--- src/rtl/rv_core_pkg.sv ---
// rtl/rv_core_pkg.sv - shared front-end constants, opcodes and fetch FSM states
package rv_core_pkg;

  localparam logic [31:0] NOP_INSTR = 32'h0000_0013;

  localparam logic [6:0] R_TYPE = 7'b0110011;
  localparam logic [6:0] LW     = 7'b0000011;
  localparam logic [6:0] SW     = 7'b0100011;
  localparam logic [6:0] BR     = 7'b1100011;
  localparam logic [6:0] IMM    = 7'b0010011;
  localparam logic [6:0] JAL    = 7'b1101111;

  typedef enum logic [1:0] {IDLE, FETCH, HOLD, DRAIN} fetch_state_t;

endpackage

--- src/rtl/fetch_skid_buffer.sv ---
// rtl/fetch_skid_buffer.sv - one-entry {instr, pc} holding slot for responses that land during a stall
module fetch_skid_buffer #(
  parameter int PC_W  = 9,
  parameter int INS_W = 32
) (
  input  logic             clk,
  input  logic             reset,
  input  logic             load_i,
  input  logic             unload_i,
  input  logic             clear_i,
  input  logic [INS_W-1:0] instr_i,
  input  logic [PC_W-1:0]  pc_i,
  output logic             valid_o,
  output logic [INS_W-1:0] instr_o,
  output logic [PC_W-1:0]  pc_o
);

  logic             valid_q;
  logic [INS_W-1:0] instr_q;
  logic [PC_W-1:0]  pc_q;

  always_ff @(posedge clk) begin
    if (reset || clear_i) begin
      valid_q <= 1'b0;
      instr_q <= '0;
      pc_q    <= '0;
    end else if (load_i) begin
      valid_q <= 1'b1;
      instr_q <= instr_i;
      pc_q    <= pc_i;
    end else if (unload_i) begin
      valid_q <= 1'b0;
    end
  end

  assign valid_o = valid_q;
  assign instr_o = instr_q;
  assign pc_o    = pc_q;

endmodule

--- src/rtl/instr_fetch_unit.sv ---
// rtl/instr_fetch_unit.sv - PC owner, imem request/valid fetch FSM and IF/ID register
module instr_fetch_unit
  import rv_core_pkg::*;
#(
  parameter int              PC_W     = 9,
  parameter int              INS_W    = 32,
  parameter logic [PC_W-1:0] RESET_PC = '0
) (
  input  logic             clk,
  input  logic             reset,
  input  logic             stall,
  input  logic             redirect,
  input  logic [PC_W-1:0]  redirect_pc,
  output logic             imem_req,
  output logic [PC_W-1:0]  imem_addr,
  input  logic [INS_W-1:0] imem_rdata,
  input  logic             imem_valid,
  output logic             id_valid,
  output logic [PC_W-1:0]  id_pc,
  output logic [INS_W-1:0] id_instr
);

  localparam logic [INS_W-1:0] NOP_W = INS_W'(NOP_INSTR);

  fetch_state_t     state_q;
  logic [PC_W-1:0]  pc_q;
  logic [PC_W-1:0]  drain_addr_q;
  logic             id_valid_q;
  logic [PC_W-1:0]  id_pc_q;
  logic [INS_W-1:0] id_instr_q;

  logic             skid_load;
  logic             skid_unload;
  logic             skid_valid;
  logic [INS_W-1:0] skid_instr;
  logic [PC_W-1:0]  skid_pc;

  assign skid_load   = (state_q == FETCH) && imem_valid && stall && !redirect;
  assign skid_unload = (state_q == HOLD) && !stall && !redirect;

  fetch_skid_buffer #(.PC_W(PC_W), .INS_W(INS_W)) u_skid (
    .clk      (clk),
    .reset    (reset),
    .load_i   (skid_load),
    .unload_i (skid_unload),
    .clear_i  (redirect),
    .instr_i  (imem_rdata),
    .pc_i     (pc_q),
    .valid_o  (skid_valid),
    .instr_o  (skid_instr),
    .pc_o     (skid_pc)
  );

  // DRAIN must keep presenting the pre-redirect address until the old response returns
  assign imem_req  = ((state_q == FETCH) || (state_q == DRAIN)) && !reset;
  assign imem_addr = (state_q == DRAIN) ? drain_addr_q : pc_q;

  always_ff @(posedge clk) begin
    if (reset) begin
      state_q      <= IDLE;
      pc_q         <= RESET_PC;
      drain_addr_q <= '0;
      id_valid_q   <= 1'b0;
      id_pc_q      <= '0;
      id_instr_q   <= NOP_W;
    end else if (redirect) begin
      pc_q       <= redirect_pc & ~PC_W'(3);
      id_valid_q <= 1'b0;
      id_instr_q <= NOP_W;
      if (state_q == FETCH && !imem_valid) begin
        state_q      <= DRAIN;
        drain_addr_q <= pc_q;
      end else if (state_q != DRAIN) begin
        state_q <= FETCH;
      end
    end else begin
      case (state_q)
        IDLE: state_q <= FETCH;
        FETCH: begin
          if (imem_valid) begin
            pc_q <= pc_q + PC_W'(4);
            if (stall) begin
              state_q <= HOLD;
            end else begin
              id_valid_q <= 1'b1;
              id_pc_q    <= pc_q;
              id_instr_q <= imem_rdata;
            end
          end else if (!stall) begin
            id_valid_q <= 1'b0;
            id_instr_q <= NOP_W;
          end
        end
        HOLD: begin
          if (!stall) begin
            id_valid_q <= skid_valid;
            id_pc_q    <= skid_pc;
            id_instr_q <= skid_valid ? skid_instr : NOP_W;
            state_q    <= FETCH;
          end
        end
        DRAIN: begin
          if (imem_valid) state_q <= FETCH;
        end
        default: state_q <= IDLE;
      endcase
    end
  end

  assign id_valid = id_valid_q;
  assign id_pc    = id_pc_q;
  assign id_instr = id_instr_q;

endmodule

--- config.mk ---
export PLATFORM = sky130hd
export DESIGN_NAME = instr_fetch_unit
export DESIGN_NICKNAME = d
export VERILOG_FILES = /design/src/rtl/rv_core_pkg.sv /design/src/rtl/fetch_skid_buffer.sv /design/src/rtl/instr_fetch_unit.sv
export SDC_FILE = /design/constraint.sdc
export NUM_CORES = 1
export LEC_CHECK = 0
export CORE_UTILIZATION = 45
export DETAILED_ROUTE_END_ITERATION = 6
export PLACE_DENSITY = 0.74
export REMOVE_ABC_BUFFERS = 1
export SYNTH_ARGS = -nofsm -noshare
export SYNTH_HDL_FRONTEND = slang
export SYNTH_SLANG_ARGS = --single-unit
--- constraint.sdc ---
create_clock -name clk -period 2.05 [get_ports clk]
set_clock_uncertainty 0.1 [all_clocks]
set_input_delay 0.205 -clock clk [delete_from_list [all_inputs] [get_ports clk]]
set_output_delay 0.205 -clock clk [all_outputs]
set_load 0.005 [all_outputs]
==> results.json <==
{
  "fin_crit_sh_pct": 98.02,
  "r2r-start": "state_q[1]$_SDFFE_PP0P_",
  "reg2reg_slack_ns": 0.17,
  "period_needed_ns": 2.009,
  "netlist_top_cells_count": "dfxtp_1 (96), o21ai_0 (55), a21oi_1 (50), nand3_1 (41), clkbuf_1 (40)",
  "syn_area_um2": 4607,
  "drc_errors": 0,
  "gp_congestion": 0.8401,
  "cts_tree": "yes",
  "report.power.total_mw": 4.052,
  "path_cells": "buf_6 -> nand2_8 -> mux2_2 -> clkdlybuf4s50_1",
  "final_nets": 654,
  "dpl.hpwl_um": 8529,
  "numPortBuffers": 91,
  "die_area_um2": 10650,
  "worstPathMaxFanout": 7,
  "worst-slew-pin-transition_ns": 0.7354,
  "worst_skew_pair.late_latency_ns": 0.37,
  "netlist.area_leader.share_pct": 41.72,
  "cp-start-kind": "register",
  "via_count": 4579,
  "die_w_um": 103.2,
  "grt_overflow": 0,
  "synth_seq_cells": 96,
  "cp_top_family": "buffers and inverters",
  "relSlewSlack_pct": 50.86,
  "holdWs_ns": 0.3071,
  "min_path_type": "input port to register",
  "max_cap_violations": 0,
  "cpPeakStageDelay_ns": 0.44,
  "power.density_nw_per_um2": 669.4,
  "first_pass_iters": 5,
  "hold_viol": 0,
  "multi_input_area_um2": 2384,
  "yosys.cell_count.top_type": "dfxtp_1",
  "status": "complete, no violations",
  "num_io_pins": 98,
  "start_util_pct": 46.70,
  "end_kind": "output pin",
  "syn_avg_cell_area_um2": 8.676,
  "grt_max_degree": 33,
  "antenna_left": 0,
  "wl_um": 13030,
  "slew_violations": 0,
  "synth_area_leader_cell": "dfxtp_1",
  "cts_buffers": 9,
  "fill_cells": 826,
  "synth-seq-area-share_pct": 41.72,
  "drt-wirelength-per-cell_um": 17.49,
  "cts_root_buf": "clkbuf_8",
  "async_reset_ff_share_pct": 0,
  "fmax_ghz": 0.4977,
  "grt_use_total_pct": 25.30,
  "coreArea_um2": 9864,
  "ys_warn_count": 0,
  "first_iter_violations": 388,
  "grt_pass1_vias": 4270,
  "slowest_stage": "clkdlybuf4s50_1",
  "antennaDiodeCount": 0,
  "min_to": "pc_q[8]$_SDFFE_PP0P_",
  "critPathArrivalTime_ns": 1.70,
  "critPathLaunch": "state_q[1]$_SDFFE_PP0P_",
  "die_y_um": 103.2,
  "areaGrowthSynthToFinish_pct": 31.40,
  "worst_ir_drop_vdd_mv": 0.3643,
  "finalSetupViolations": 0,
  "hold_path_startpoint": "redirect_pc[8]",
  "ys_dominant_reg_cell": "dfxtp_1",
  "required_ns": 1.75,
  "cts.path.max_buffers": 2,
  "syn_inst": 531,
  "vias_per_cell": 6.146,
  "grt_pass1_wl_um": 20940,
  "cts.sink_count": 96,
  "total_leakage_power_nw": 2.442,
  "regArea_um2": 1924,
  "ys_top_cells_by_area": "dfxtp_1 (42%), o211a_1 (6.1%), o21ai_0 (6.0%)",
  "drive_above_1_share_pct": 12.91,
  "htreeDepth": 3,
  "rsz0062_at_grt": "false",
  "hold_depth": 3,
  "path_class": "register to output pin",
  "synth_edf_count": 0,
  "synth_cell_types": 44,
  "path_buf_inv": 2,
  "fp-row-count": 36,
  "rr_endpoint": "u_skid.instr_o[13]$_SDFFE_PP0P_",
  "antenna_found_initial": 0,
  "cts.clk_slew.worst_paths_ns": 0.10,
  "ff2ff_path_depth": 5
}
## cell type report
| cell class | instances | share of cell area [%] |
|---|---|---|
| Clock buffer | 10 | 2.274 |
| Clock inverter | 6 | 1.509 |
| Inverter | 10 | 0.6201 |
| Multi-Input combinational cell | 357 | 39.38 |
| Sequential cell | 96 | 31.79 |
| Tap cell | 133 | 2.749 |
| Timing Repair Buffer | 133 | 21.68 |
## metal layers
layer,vias up,track usage (%),part of all wire (%)
li1,2136,-,-
met1,2228,34.43,43
met2,199,40.87,48
met3,16,5.108,7.2
met4,0,7.151,1.3
met5,-,0,0
## layout by cell type, fill, tap and decap left out, drive strengths merged, types with 15 or more instances in the layout
| cell | count |
|---|---|
| dfxtp | 96 |
| buf | 42 |
| a21oi | 50 |
| nand2 | 37 |
| o211a | 28 |
| clkdlybuf4s50 | 85 |
| nand4b | 29 |
| o21ai | 55 |
| o2111ai | 28 |
| nand3 | 41 |
| nor2 | 15 |
## cell families after synthesis
family                   after synthesis  share of synthesized area (%)
XOR/XNOR                               3                         0.5704
AND/OR/NAND/NOR                      150                          18.69
flip-flops                            96                          41.72
other                                  1                        0.08140
AO/OA/AOI/OAI                        185                          27.40
adder cells (fa/ha/maj)                1                         0.2715
multiplexers                          14                          3.232
buffers and inverters                 81                          8.039
## worst register-to-register path, cell delays in order (launching register included)
cell and delay, ns:
dfxtp_2 0.36, buf_4 0.35, nand3b_1 0.32, buf_4 0.36, o21ai_0 0.16, a21oi_1 0.16
## state kept, by name, summed over array words and instances (netlist names), 2 cells and up
| signal | flops |
|---|---|
| drain_addr_q | 7 |
| id_instr | 32 |
| id_pc | 7 |
| pc_q | 7 |
| state_q | 2 |
| u_skid.instr_o | 32 |
| u_skid.pc_o | 7 |
## power breakdown
| group | leakage (nW) | internal [mW] | switching [mW] |
|---|---|---|---|
| Sequential | 0.780 | 1.92 | 0.0477 |
| Combinational | 1.55 | 0.331 | 0.349 |
| Clock | 0.117 | 0.727 | 0.679 |
| Total | 2.44 | 2.98 | 1.08 |
## repair_timing
action	CTS	global route
hold buffers	0	0
setup endpoints to repair	8	9
gates resized for setup	14	5
buffers inserted	0	2
cloned	0	0
## metrics by stage
| step | TNS [ns] | instances | worst slack (ns) | area, um^2 | util, % |
|---|---|---|---|---|---|
| after floorplan | -52.01 | 463 | -1.099 | 4285 | - |
| after global placement | -0.2030 | 727 | -0.04851 | 5754 | 58.33 |
| after detailed placement | -0.6209 | 727 | -0.1340 | 5754 | 58.33 |
| after CTS | 0 | 743 | 0.008417 | 6028 | 61.11 |
| after global routing | 0 | 745 | 0.002159 | 6053 | 61.36 |
| final | 0 | 745 | 0.04067 | 6053 | 61.36 |
## how the worst max path moves through the flow
stage	to	slack, ns	depth (start not counted)
floorplan	id_instr[30]$_SDFFE_PP0P_	-1.10	3
global placement	id_instr[6]$_SDFFE_PP0P_	-0.05	4
detailed placement	id_instr[2]$_SDFFE_PP0P_	-0.13	4
CTS	imem_req	0.008	4
global route	imem_addr[2]	0.002	4
finish	imem_addr[2]	0.04	4
No activity file was read; power rests on OpenSTA's default activity.
